[src/rtl/can_tx_dom_guard.sv]
// CAN TX dominant-timeout guard with registered TX pass-through and 2-FF RX synchroniser.
// Optional build macro CAN_TX_GUARD_AUTO_REL_EN: leave TRIPPED without software fault_clr.
//
// state    | meaning
// ---------+------------------------------------------------------------
// PASS     | TX forwarded with one cycle latency, dominant run length timed
// TRIPPED  | TX forced recessive, fault latched, waiting for fault_clr
// RELEASE  | TX forced recessive, waiting for REL_CYCLES of recessive input
module can_tx_dom_guard #(
  parameter int DOM_LIMIT  = 20000,
  parameter int REL_CYCLES = 550
) (
  input  logic       FAB_CCC_GL0,
  input  logic       FAB_RESET_N,
  input  logic       can_tx_in,
  input  logic       can_tx_en_n_in,
  input  logic       can_rx_pin,
  input  logic       fault_clr,
  output logic       can_tx_pin,
  output logic       can_rx_out,
  output logic       fault,
  output logic [7:0] trip_count
);

  localparam int DW = $clog2(DOM_LIMIT + 1);
  localparam int RW = $clog2(REL_CYCLES + 1);
  localparam logic [DW-1:0] DOM_LAST = DW'(DOM_LIMIT - 1);
  localparam logic [RW-1:0] REL_LAST = RW'(REL_CYCLES - 1);

  typedef enum logic [1:0] {
    ST_PASS    = 2'd0,
    ST_TRIPPED = 2'd1,
    ST_RELEASE = 2'd2
  } state_t;

  state_t        state, state_nxt;
  logic [DW-1:0] dom_cnt, dom_cnt_nxt;
  logic [RW-1:0] rel_cnt, rel_cnt_nxt;
  logic          tx_pin_nxt;
  logic          fault_nxt;
  logic [7:0]    trip_nxt;
  logic          rx_meta;
  logic          tx_dom;
  logic          clr_req;

  assign tx_dom = ~can_tx_in & ~can_tx_en_n_in;

`ifdef CAN_TX_GUARD_AUTO_REL_EN
  // Recovery is autonomous, so the software clear is deliberately ignored.
  logic clr_unused;
  assign clr_unused = fault_clr;
  assign clr_req    = 1'b1;
`else
  assign clr_req    = fault_clr;
`endif

  always_ff @(posedge FAB_CCC_GL0 or negedge FAB_RESET_N) begin
    if (!FAB_RESET_N) state <= ST_PASS;
    else              state <= state_nxt;
  end

  always_comb begin
    state_nxt   = state;
    dom_cnt_nxt = dom_cnt;
    rel_cnt_nxt = rel_cnt;
    tx_pin_nxt  = 1'b1;
    fault_nxt   = fault;
    trip_nxt    = trip_count;
    case (state)
      ST_PASS: begin
        tx_pin_nxt = ~tx_dom;
        if (!tx_dom) begin
          dom_cnt_nxt = '0;
        end else if (dom_cnt == DOM_LAST) begin
          // The tripping cycle is still driven dominant: the bus sees exactly DOM_LIMIT cycles.
          state_nxt   = ST_TRIPPED;
          fault_nxt   = 1'b1;
          dom_cnt_nxt = '0;
          if (trip_count != 8'hFF) trip_nxt = trip_count + 8'd1;
        end else begin
          dom_cnt_nxt = dom_cnt + 1'b1;
        end
      end
      ST_TRIPPED: begin
        if (clr_req) state_nxt = ST_RELEASE;
      end
      ST_RELEASE: begin
        if (tx_dom) begin
          rel_cnt_nxt = '0;
        end else if (rel_cnt == REL_LAST) begin
          state_nxt   = ST_PASS;
          fault_nxt   = 1'b0;
          rel_cnt_nxt = '0;
        end else begin
          rel_cnt_nxt = rel_cnt + 1'b1;
        end
      end
      default: begin
        state_nxt = ST_PASS;
      end
    endcase
  end

  always_ff @(posedge FAB_CCC_GL0 or negedge FAB_RESET_N) begin
    if (!FAB_RESET_N) begin
      dom_cnt    <= '0;
      rel_cnt    <= '0;
      can_tx_pin <= 1'b1;
      fault      <= 1'b0;
      trip_count <= 8'd0;
    end else begin
      dom_cnt    <= dom_cnt_nxt;
      rel_cnt    <= rel_cnt_nxt;
      can_tx_pin <= tx_pin_nxt;
      fault      <= fault_nxt;
      trip_count <= trip_nxt;
    end
  end

  // RX path is independent of the guard; idle bus level is recessive.
  always_ff @(posedge FAB_CCC_GL0 or negedge FAB_RESET_N) begin
    if (!FAB_RESET_N) begin
      rx_meta    <= 1'b1;
      can_rx_out <= 1'b1;
    end else begin
      rx_meta    <= can_rx_pin;
      can_rx_out <= rx_meta;
    end
  end

endmodule
[config.mk]
export PLATFORM = sky130hd
export DESIGN_NAME = can_tx_dom_guard
export DESIGN_NICKNAME = d
export VERILOG_FILES = /design/src/rtl/can_tx_dom_guard.sv
export SDC_FILE = /design/constraint.sdc
export NUM_CORES = 1
export LEC_CHECK = 0
export ABC_AREA = 1
export CAP_MARGIN = 20
export CORE_MARGIN = 2
export CORE_UTILIZATION = 27
export CTS_CLUSTER_DIAMETER = 40
export DETAILED_ROUTE_END_ITERATION = 8
export DONT_BUFFER_PORTS = 1
export SLEW_MARGIN = 40
export SYNTH_ARGS = -nofsm -noshare
export SYNTH_HDL_FRONTEND = slang
export SYNTH_SLANG_ARGS = --single-unit
export TNS_END_PERCENT = 100
[constraint.sdc]
create_clock -name FAB_CCC_GL0 -period 1.75 [get_ports FAB_CCC_GL0]
set_input_delay 0.35 -clock FAB_CCC_GL0 [delete_from_list [all_inputs] [get_ports FAB_CCC_GL0]]
set_output_delay 0.35 -clock FAB_CCC_GL0 [all_outputs]
set_load 0.1 [all_outputs]
==> results.yml <==
floorplanning:
  die_x_um: 93.5
  io_pins: 17
  placementRows: 32
  die_area_um2: 8730
  die-height_um: 93.5
  core_um2: 7730
  start_util: 0.280
timing:
  clock.fmax_mhz: 632
  timing.hold.ws_ps: 48.5
  worstMarginPinSlew_ps: 494
  max_slew_margin: 0.671
  hold_viol_final: 0
  setup_tns_ps: 0
  period_minus_slack_ps: 1580
  skew_ps: 3.98
  rsz0062_at_grt: "false"
  final-setup-viol-count: 0
  fin_crit_sh: 0.904
  slew_viol_final: 0
placed_design:
  placed_area_um2: 2420
  globalplace.congestion: 0.863
  hpwl_um: 3280
  io_buffers: 0
route:
  wl_per_cell_um: 11.2
  wl_um: 4470
  drtPass1Iterations: 4
  dr.first_iter.drc_count: 60
  drc_errors: 0
  via_per_inst: 4.54
  vias: 1819
  ant_nets: 0
hold_path:
  hp-class: "input pin to register"
  hold_end: "rx_meta"
  hp-start: "can_rx_pin"
  hold_depth: 0
final_layout:
  diodes: 0
  syn2layout_area_growth_pct: 20.1
  finalInstanceArea_um2: 2590
  final_layout_size_suffix_gt1_frac: 0.161
  post-route-util: 0.336
  fin_nets: 308
outcome:
  status: "complete, no violations"
grt:
  grt_pass1_vias: 1700
  grt_max_degree: 40
  grt_use_total: 0.112
  grt_overflow: 0
  antenna_found_initial: 0
  grt_pass1_wl_um: 7820
  met3_usage: 0.0371
  use_met1: 0.148
  gr-max-usage-layer: "met2"
  gr-usage-met2: 0.173
cts:
  clkTransAtPathRegs_ps: 70
  cts.sinks: 39
  cts_tree: "built"
  root_buffer: "clkbuf_8"
  cts_made_buffers: 5
  clk_latency_ps: 290
  h-tree-depth: 2
  clockBufferDepth: 2
logic_synthesis:
  seq_area_frac_synth: 0.453
  syn_area_um2: 2160
  syn_area_per_cell_um2: 7.94
  yosys.area.top_type: "dfrtp_1"
  netlist_instances: 272
  syn-num-nets: 282
  ys_top_cells_by_count: "79 x nand2_1, 36 x dfrtp_1, 29 x nand3_1"
  synth-edff-count: 0
  yosysMostFrequentCell: "nand2_1"
  ys_ff_latch: 39
  yosys.area.top_type_share: 0.417
  ys_types: 25
  ys.flop_type: "dfrtp_1"
  ys_warn_count: 0
  ys_async_sr_fraction: 1.00
  synth_area_leaders: "dfrtp_1 42%, nand2_1 14%, nand3_1 6.7%"
power:
  p_leak_nw: 1.24
  p_per_area_nw_per_um2: 1020
  total_power_mw: 2.65
  peakVddDrop_mv: 0.589
setup_path:
  worstSetupPathType: "register to register"
  start_kind: "register"
  crit_required_ps: 1930
  reg2reg_slack_ps: 170
  regToRegStartpoint: "trip_count[0]"
  crit_fanout: 9
  reg2reg_to: "trip_count[6]"
  r2r_cells: 7
  crit_path_end_kind: "register"
  cp.arrival_ps: 1760
job:
  cap_violations: 0
repair_timing:
action	in CTS	in global routing
hold buffers	2	0
hold endpoints to repair	39	0
gates resized for setup	0	3
endpoints found under the setup margin	0	14
setup buffers	0	2
registers in the layout (all words and copies together), names as in the netlist:
register,cells
dom_cnt,15
rel_cnt,10
trip_count,8
state,2
can_rx_out,1
can_tx_pin,1
fault,1
rx_meta,1
report_power, final:
part	internal, mW	switching (mW)	total, mW	leakage [nW]
logic	0.246	0.481	0.727	0.672
registers	1.01	0.133	1.14	0.511
clock network	0.461	0.318	0.779	0.0612
through the flow:
step	std cells	worst slack, ps
after floorplan	272	54.2
after global placement	389	132
after detailed placement	389	92.6
after CTS	399	81.0
after global routing	401	53.8
final	401	168
layout by cell type (no fill, tap or decap), types with 2 or more instances in the layout:
master | synthesis | routed
nand2_4 | 2 | 2
nand2_1 | 79 | 79
xor2_1 | 15 | 15
inv_1 | 28 | 28
o22ai_1 | 12 | 12
o21ai_1 | 3 | 3
xnor2_1 | 5 | 5
ha_1 | 4 | 4
buf_4 | 0 | 19
clkbuf_8 | 0 | 6
clkinv_2 | 1 | 2
dfrtp_1 | 36 | 29
nand4_1 | 6 | 6
dfstp_2 | 3 | 3
nand3_1 | 29 | 27
nor3_1 | 3 | 3
nand3_2 | 1 | 3
nor2_1 | 27 | 26
o21ai_0 | 9 | 9
dfrtp_4 | 0 | 2
dfrtp_2 | 0 | 5
final cells by class:
class                           instances  area [um^2]
Fill cell                             806         5130
Sequential cell                        39          993
Tap cell                              102          128
Timing Repair Buffer                   21          173
Inverter                               30          114
Clock inverter                          2         35.0
Multi-Input combinational cell        201         1070
Clock buffer                            6         82.6
metal layers:
metal  up-vias  wire length [um]
li1        935                 -
met1       846              2170
met2        28              2010
met3        10               217
met4         0                76
met5         -                 0
worst max path at each step:
stage | cells past startpoint | slack, ps | to | startpoint
global route | 7 | 50 | trip_count[5] | trip_count[0]
finish | 7 | 170 | trip_count[6] | trip_count[0]
detailed placement | 7 | 90 | dom_cnt[10] | dom_cnt[0]
CTS | 7 | 80 | dom_cnt[10] | dom_cnt[0]
floorplan | 7 | 50 | trip_count[7] | trip_count[1]
global placement | 8 | 130 | trip_count[7] | dom_cnt[0]
critical path, stage by stage (launching register included):
cell	delay, ps
dfrtp_4	470
ha_1	230
nand3_1	130
nor2_1	80
a31oi_4	280
nand2_4	130
nand2_1	80
nand2_1	50
cells by family after synthesis:
logic type / Yosys count / share of synthesized area
adders and majority gates: 4 / 0.0232
xor gates and xnor gates: 20 / 0.0811
buffers and inverters: 32 / 0.0573
DFF: 39 / 0.453
AOI/OAI and AO/OA: 27 / 0.0782
and+or+nand+nor: 150 / 0.307
Power figures use the tool's default switching activity.
==> edit 1 (config.mk and constraints unchanged) <==
The option `CAN_TX_GUARD_AUTO_REL_EN` is turned on by a define.
--- a/src/rtl/can_tx_dom_guard.sv
+++ b/src/rtl/can_tx_dom_guard.sv
@@ -8,2 +8,4 @@
 // RELEASE  | TX forced recessive, waiting for REL_CYCLES of recessive input
+`define CAN_TX_GUARD_AUTO_REL_EN
+
 module can_tx_dom_guard #(
Formal check against the unedited RTL: no difference found for any inputs over 10 cycles, from zero or initial values and one cycle with FAB_RESET_N low; that may be too few to reach the edited logic, so the function may still have changed.
==> edit 1 against the unedited design <==
Design area up 2.0%. Sequential cell count unchanged. Area after synthesis up 5.7%. Largest cell class unchanged. First-iteration DRC count up 70%. Non-clock buffer count down 6. Via count up 8.9%. Wire length up 9.6%. Core utilization down 1.4 points. Worst setup slack worse by 12 ps.
Power is not compared: it rests on default switching activity, and its combinational part moved more than twofold at a synthesized area within 25%.
==> edit 1: results (changes against the unedited design) <==
DR pass1 iterations=4 (unchanged); Top FF cell, synth=dfrtp_1 (unchanged); Seq/Total Area, Yosys=42.9% (was 45.3%); adder-cell share of the synthesized area=2.19% (was 2.32%); critical path's top delay family=flip-flops (was simple AND/OR/NAND/NOR gates); ratio of cells with drive above 1 in the final layout=13.5% (was 16.1%); placed cell area=2490 um2 (was 2420 um2); Clock Skew=7.27 ps (was 3.98 ps); vias in the first global route=1936 (was 1700); Worst path max stage delay=440 ps (was 470 ps); CP max-delay cell=dfrtp_2 (was dfrtp_4); GRT Util Overall=12.0% (was 11.2%); Post-synth top cells=100 x nand2_1, 36 x dfrtp_1, 36 x nor2_1 (was 79 x nand2_1, 36 x dfrtp_1, 29 x nand3_1); clock transition at the registers of the reported paths=70 ps (about the same); fin nets=335 (was 308); global-route wire length before repair=8740 um (was 7820 um); Leak=1.33 nW; pin count of the biggest net entering global routing=40 (unchanged); XOR/XNOR Fraction of Synth Area=5.75% (was 8.11%); compound-gate portion of the synthesized area=6.52% (was 7.82%); status=finished, final reports clean (unchanged); initial antenna violation count=0 (unchanged); synthesized net count=315 (was 282); synth top area cells=dfrtp_1 39%, nand2_1 16%, nor2_1 5.9% (was dfrtp_1 42%, nand2_1 14%, nand3_1 6.7%); worst-margin pin slew=496 ps (was 494 ps); post-DP HPWL=3590 um (was 3280 um); H-Tree Depth=2 (unchanged); synth unique cells=28 (was 25); multiplexer share of the synthesized area=0% (unchanged); Clock Root Buffer=clkbuf_8 (unchanged); Ys Warns=0 (unchanged); die area=9210 um2 (was 8730 um2); Top Registers=dom_cnt (15), rel_cnt (10), trip_count (8) (unchanged); clock latency at the later pin of the worst-skew pair=290 ps (about the same); wire per inst=11.4 um (was 11.2 um); clk buf depth=2 (unchanged); Initial DRC Count=102 (was 60); routability cong.=0.841 (was 0.863); worst-path fanout max=8 (was 9); FFs w/ async S/R, synth=100% (unchanged); Via density=4.59 (was 4.54)
==> edit 1: changes by cell type after synthesis, sizes merged, moves of 3 or more <==
| cell | change |
|---|---|
| nand2 | +22 |
| nor2 | +13 |
| inv | +6 |
| nand4 | +5 |
| nand3 | -4 |
| o21ai | -3 |
| o22ai | -3 |
| xor2 | -3 |
==> edit 1: power groups by stage <==
stage          Sequential (W)  Combinational (W)  Clock, W
6_report             0.000982           0.000125  0.000674
5_1_grt              0.000988           0.000152  0.000750
4_1_cts              0.000980           0.000128  0.000704
3_5_place_dp         0.000998           0.000101         0
3_3_place_gp         0.000996          0.0000994         0
2_1_floorplan        0.000990          0.0000857         0
==> edit 1: final timing paths <==
check,cells past startpoint,from,slack [ps],end
min in group asynchronous,2,FAB_RESET_N,520,rel_cnt[2]
worst min register to register,0,rx_meta,360,can_rx_out
worst min-delay path,0,can_rx_pin,60,rx_meta
worst max-delay path,7,trip_count[0],160,trip_count[3]
max in group asynchronous,2,FAB_RESET_N,970,can_tx_pin
worst max register to register,7,trip_count[0],160,trip_count[3]
==> edit 1: through the flow <==
| stage | hold slack [ps] | setup WS [ps] | utilization, % | cells |
|---|---|---|---|---|
| after detailed placement | 57.1 | 149 | 30.3 | 419 |
| after global routing | 33.4 | 7.03 | 32.2 | 431 |
| after floorplan | 54.4 | 1.84 | - | 305 |
| after CTS | 41.8 | 134 | 32.0 | 429 |
| after global placement | 57.1 | 165 | 30.3 | 419 |
| final | 56.4 | 157 | 32.2 | 431 |
==> edit 1: kinds of logic (layout without fill, tap and decap cells) <==
| logic type | after synthesis | count (layout) |
|---|---|---|
| AND/OR/NAND/NOR | 187 | 187 |
| adder cells (fa/ha/maj) | 4 | 4 |
| AO/OA/AOI/OAI | 24 | 24 |
| flip-flops | 39 | 39 |
| buffers and inverters | 36 | 57 |
| XOR/XNOR | 15 | 15 |
==> edit 1: layout make-up <==
cell class | count | area, um2
fillers | 857 | 5570
multi-input cells | 230 | 1170
flip-flops and latches | 39 | 985
well taps | 105 | 131
repair buffers | 15 | 128
inverters | 34 | 128
clock buffers | 7 | 96.3
clock inverters | 1 | 7.51
==> edit 1: metal layers <==
metal	share of wire, %	global-route usage [%]	wire [um]	vias up
li1	-	-	-	1022
met1	49	16.1	2400	923
met2	47	19.6	2310	28
met3	3.1	2.90	153	7
met4	0.86	2.98	42	0
met5	0	0	0	-
==> edit 1: repair_timing <==
| item | in CTS | in global routing |
|---|---|---|
| hold endpoints to repair | 39 | 0 |
| setup endpoints to repair | 0 | 11 |
| hold buffers | 2 | 0 |
| gates resized for setup | 0 | 1 |
| buffers inserted | 0 | 2 |
==> edit 2 (same settings) <==
Without the edit above. Register the output `trip_count` once more, with the module's reset; this adds one clock of latency there. The other outputs are not delayed to match.
--- a/src/rtl/can_tx_dom_guard.sv
+++ b/src/rtl/can_tx_dom_guard.sv
@@ -35,2 +35,4 @@
 
+  logic [7:0] trip_count_s0;
+
   state_t        state, state_nxt;
@@ -67,3 +69,3 @@
     fault_nxt   = fault;
-    trip_nxt    = trip_count;
+    trip_nxt    = trip_count_s0;
     case (state)
@@ -78,3 +80,3 @@
           dom_cnt_nxt = '0;
-          if (trip_count != 8'hFF) trip_nxt = trip_count + 8'd1;
+          if (trip_count_s0 != 8'hFF) trip_nxt = trip_count_s0 + 8'd1;
         end else begin
@@ -109,3 +111,3 @@
       fault      <= 1'b0;
-      trip_count <= 8'd0;
+      trip_count_s0 <= 8'd0;
     end else begin
@@ -115,3 +117,3 @@
       fault      <= fault_nxt;
-      trip_count <= trip_nxt;
+      trip_count_s0 <= trip_nxt;
     end
@@ -130,2 +132,10 @@
 
+  always_ff @(posedge FAB_CCC_GL0 or negedge FAB_RESET_N) begin
+    if (!FAB_RESET_N) begin
+      trip_count <= '0;
+    end else begin
+      trip_count <= trip_count_s0;
+    end
+  end
+
 endmodule
Formal check against the unedited RTL: no difference found for any inputs over 10 cycles, from zero or initial values and one cycle with FAB_RESET_N low; that may be too few to reach the edited logic, so the function may still have changed.
==> edit 2 against the unedited design <==
Worst setup slack better by 20 ps. Sequential cell count up 8. Largest cell class is now flip-flops and latches. Global-route usage is 0.65 points lower. Core utilization shrank 1.8 points. Die area grew 12%. Area after synthesis grew 13%. Wire length rose by 9.3%. Design area up 6.7%.
Power is not compared: it rests on default switching activity, and its combinational part moved more than twofold at a synthesized area within 25%.
==> edit 2: results (changes against the unedited design) <==
Filler cells=892 (was 806); status=finished, final reports clean (unchanged); routability cong.=0.812 (was 0.863); synth top area cells=dfrtp_1 45%, nand2_1 12%, nand3_1 5.5% (was dfrtp_1 42%, nand2_1 14%, nand3_1 6.7%); Max-slew headroom=67.4% (was 67.1%); Synth Instances=286 (was 272); GRT Util Overall=10.6% (was 11.2%); r2r startpoint=state[0] (was trip_count[0]); fin nets=313 (was 308); DP Cell Count=402 (was 389); Clock Skew=10.0 ps (was 3.98 ps); RR Endpoint=trip_count_s0[7] (was trip_count[6]); ratio of cells with drive above 1 in the final layout=16.1% (about the same); pin count of the biggest net entering global routing=48 (was 40); placed cell area=2630 um2 (was 2420 um2); Storage cell area=1180 um2 (was 993 um2); synth unique cells=31 (was 25); Top Registers=dom_cnt (15), rel_cnt (10) (was dom_cnt (15), rel_cnt (10), trip_count (8)); FF-to-FF path depth=6 (was 7); vias in the first global route=1826 (was 1700); wire per inst=11.9 um (was 11.2 um); post-DP HPWL=3560 um (was 3280 um); synthesized net count=296 (was 282); clock transition at the registers of the reported paths=100 ps (was 70 ps); flop2flop setup slack=190 ps (was 170 ps)
-- edit 2: changes by cell type in the layout (fill, tap and decap cells not counted), moves of 3 or more --
cell	delta
buf_4	-8
nor3_2	+3
dfrtp_2	-5
dfrtp_1	+15
o21ai_0	+3
o22ai_1	-4
nand2_2	+4
xor2_1	-4
inv_2	+5
nor2_1	-6
nor2_2	+5
-- edit 2: worst max-delay path by stage --
| stage | slack, ps | startpoint | end |
|---|---|---|---|
| 2_1_floorplan | 370 | dom_cnt[0] | trip_count_s0[0] |
| 3_3_place_gp | 190 | trip_count_s0[0] | trip_count_s0[1] |
| 3_5_place_dp | 160 | trip_count_s0[0] | trip_count_s0[7] |
| 4_1_cts | 150 | trip_count_s0[0] | trip_count_s0[7] |
| 5_1_grt | 40 | dom_cnt[0] | trip_count_s0[0] |
| 6_report | 190 | state[0] | trip_count_s0[7] |
-- edit 2: cell type report --
type	count	area share, %
clock buffer	5	2.49
clock inverter	3	0.813
inverter	32	4.84
multi-input combinational	204	40.0
sequential	47	42.6
tap	108	4.88
timing repair buffer	13	4.34
-- edit 2: per-layer routing --
layer,track usage (%),part of all wire [%],vias to the layer above
met2,17.2,49,27
met3,2.06,3.1,2
met1,14.2,47,918
li1,-,-,961
met4,3.48,0.63,0
met5,0,0,-
-- edit 2: power by group through the flow --
stage	clock, W	combinational (W)	sequential, W
after floorplan	0	0.000250	0.00128
after global placement	0	0.000296	0.00130
after detailed placement	0	0.000310	0.00130
after CTS	0.000715	0.000343	0.00128
after global routing	0.000760	0.000382	0.00130
final	0.000684	0.000336	0.00128
-- edit 2: timing repair --
item,in CTS,in global routing
endpoints found under the setup margin,0,5
resized for setup,0,3
hold endpoints to repair,47,0
hold buffers,2,0
-- edit 2: kinds of logic after synthesis --
logic type | count (synthesis) | synth area share [%]
AND/OR/NAND/NOR | 155 | 30.3
flip-flops | 47 | 48.4
XOR/XNOR | 15 | 5.39
AO/OA/AOI/OAI | 30 | 7.44
adder cells (fa/ha/maj) | 4 | 2.05
buffers and inverters | 35 | 6.46
-- edit 2: per-stage QoR --
step                      power, W  worst slack [ps]  hold WS [ps]
after floorplan            0.00153               368          54.4
after global placement     0.00159               189          57.3
after detailed placement   0.00161               165          56.9
after CTS                  0.00234               146          16.2
after global routing       0.00244              41.9          8.36
final                      0.00230               188          28.5
-- edit 2: critical path: stages, from the launching register on --
cell,delay (ps)
dfrtp_1,460
inv_1,130
nand2_2,160
a31oi_4,310
nand3_2,230
nand2_1,110
nand2_1,60
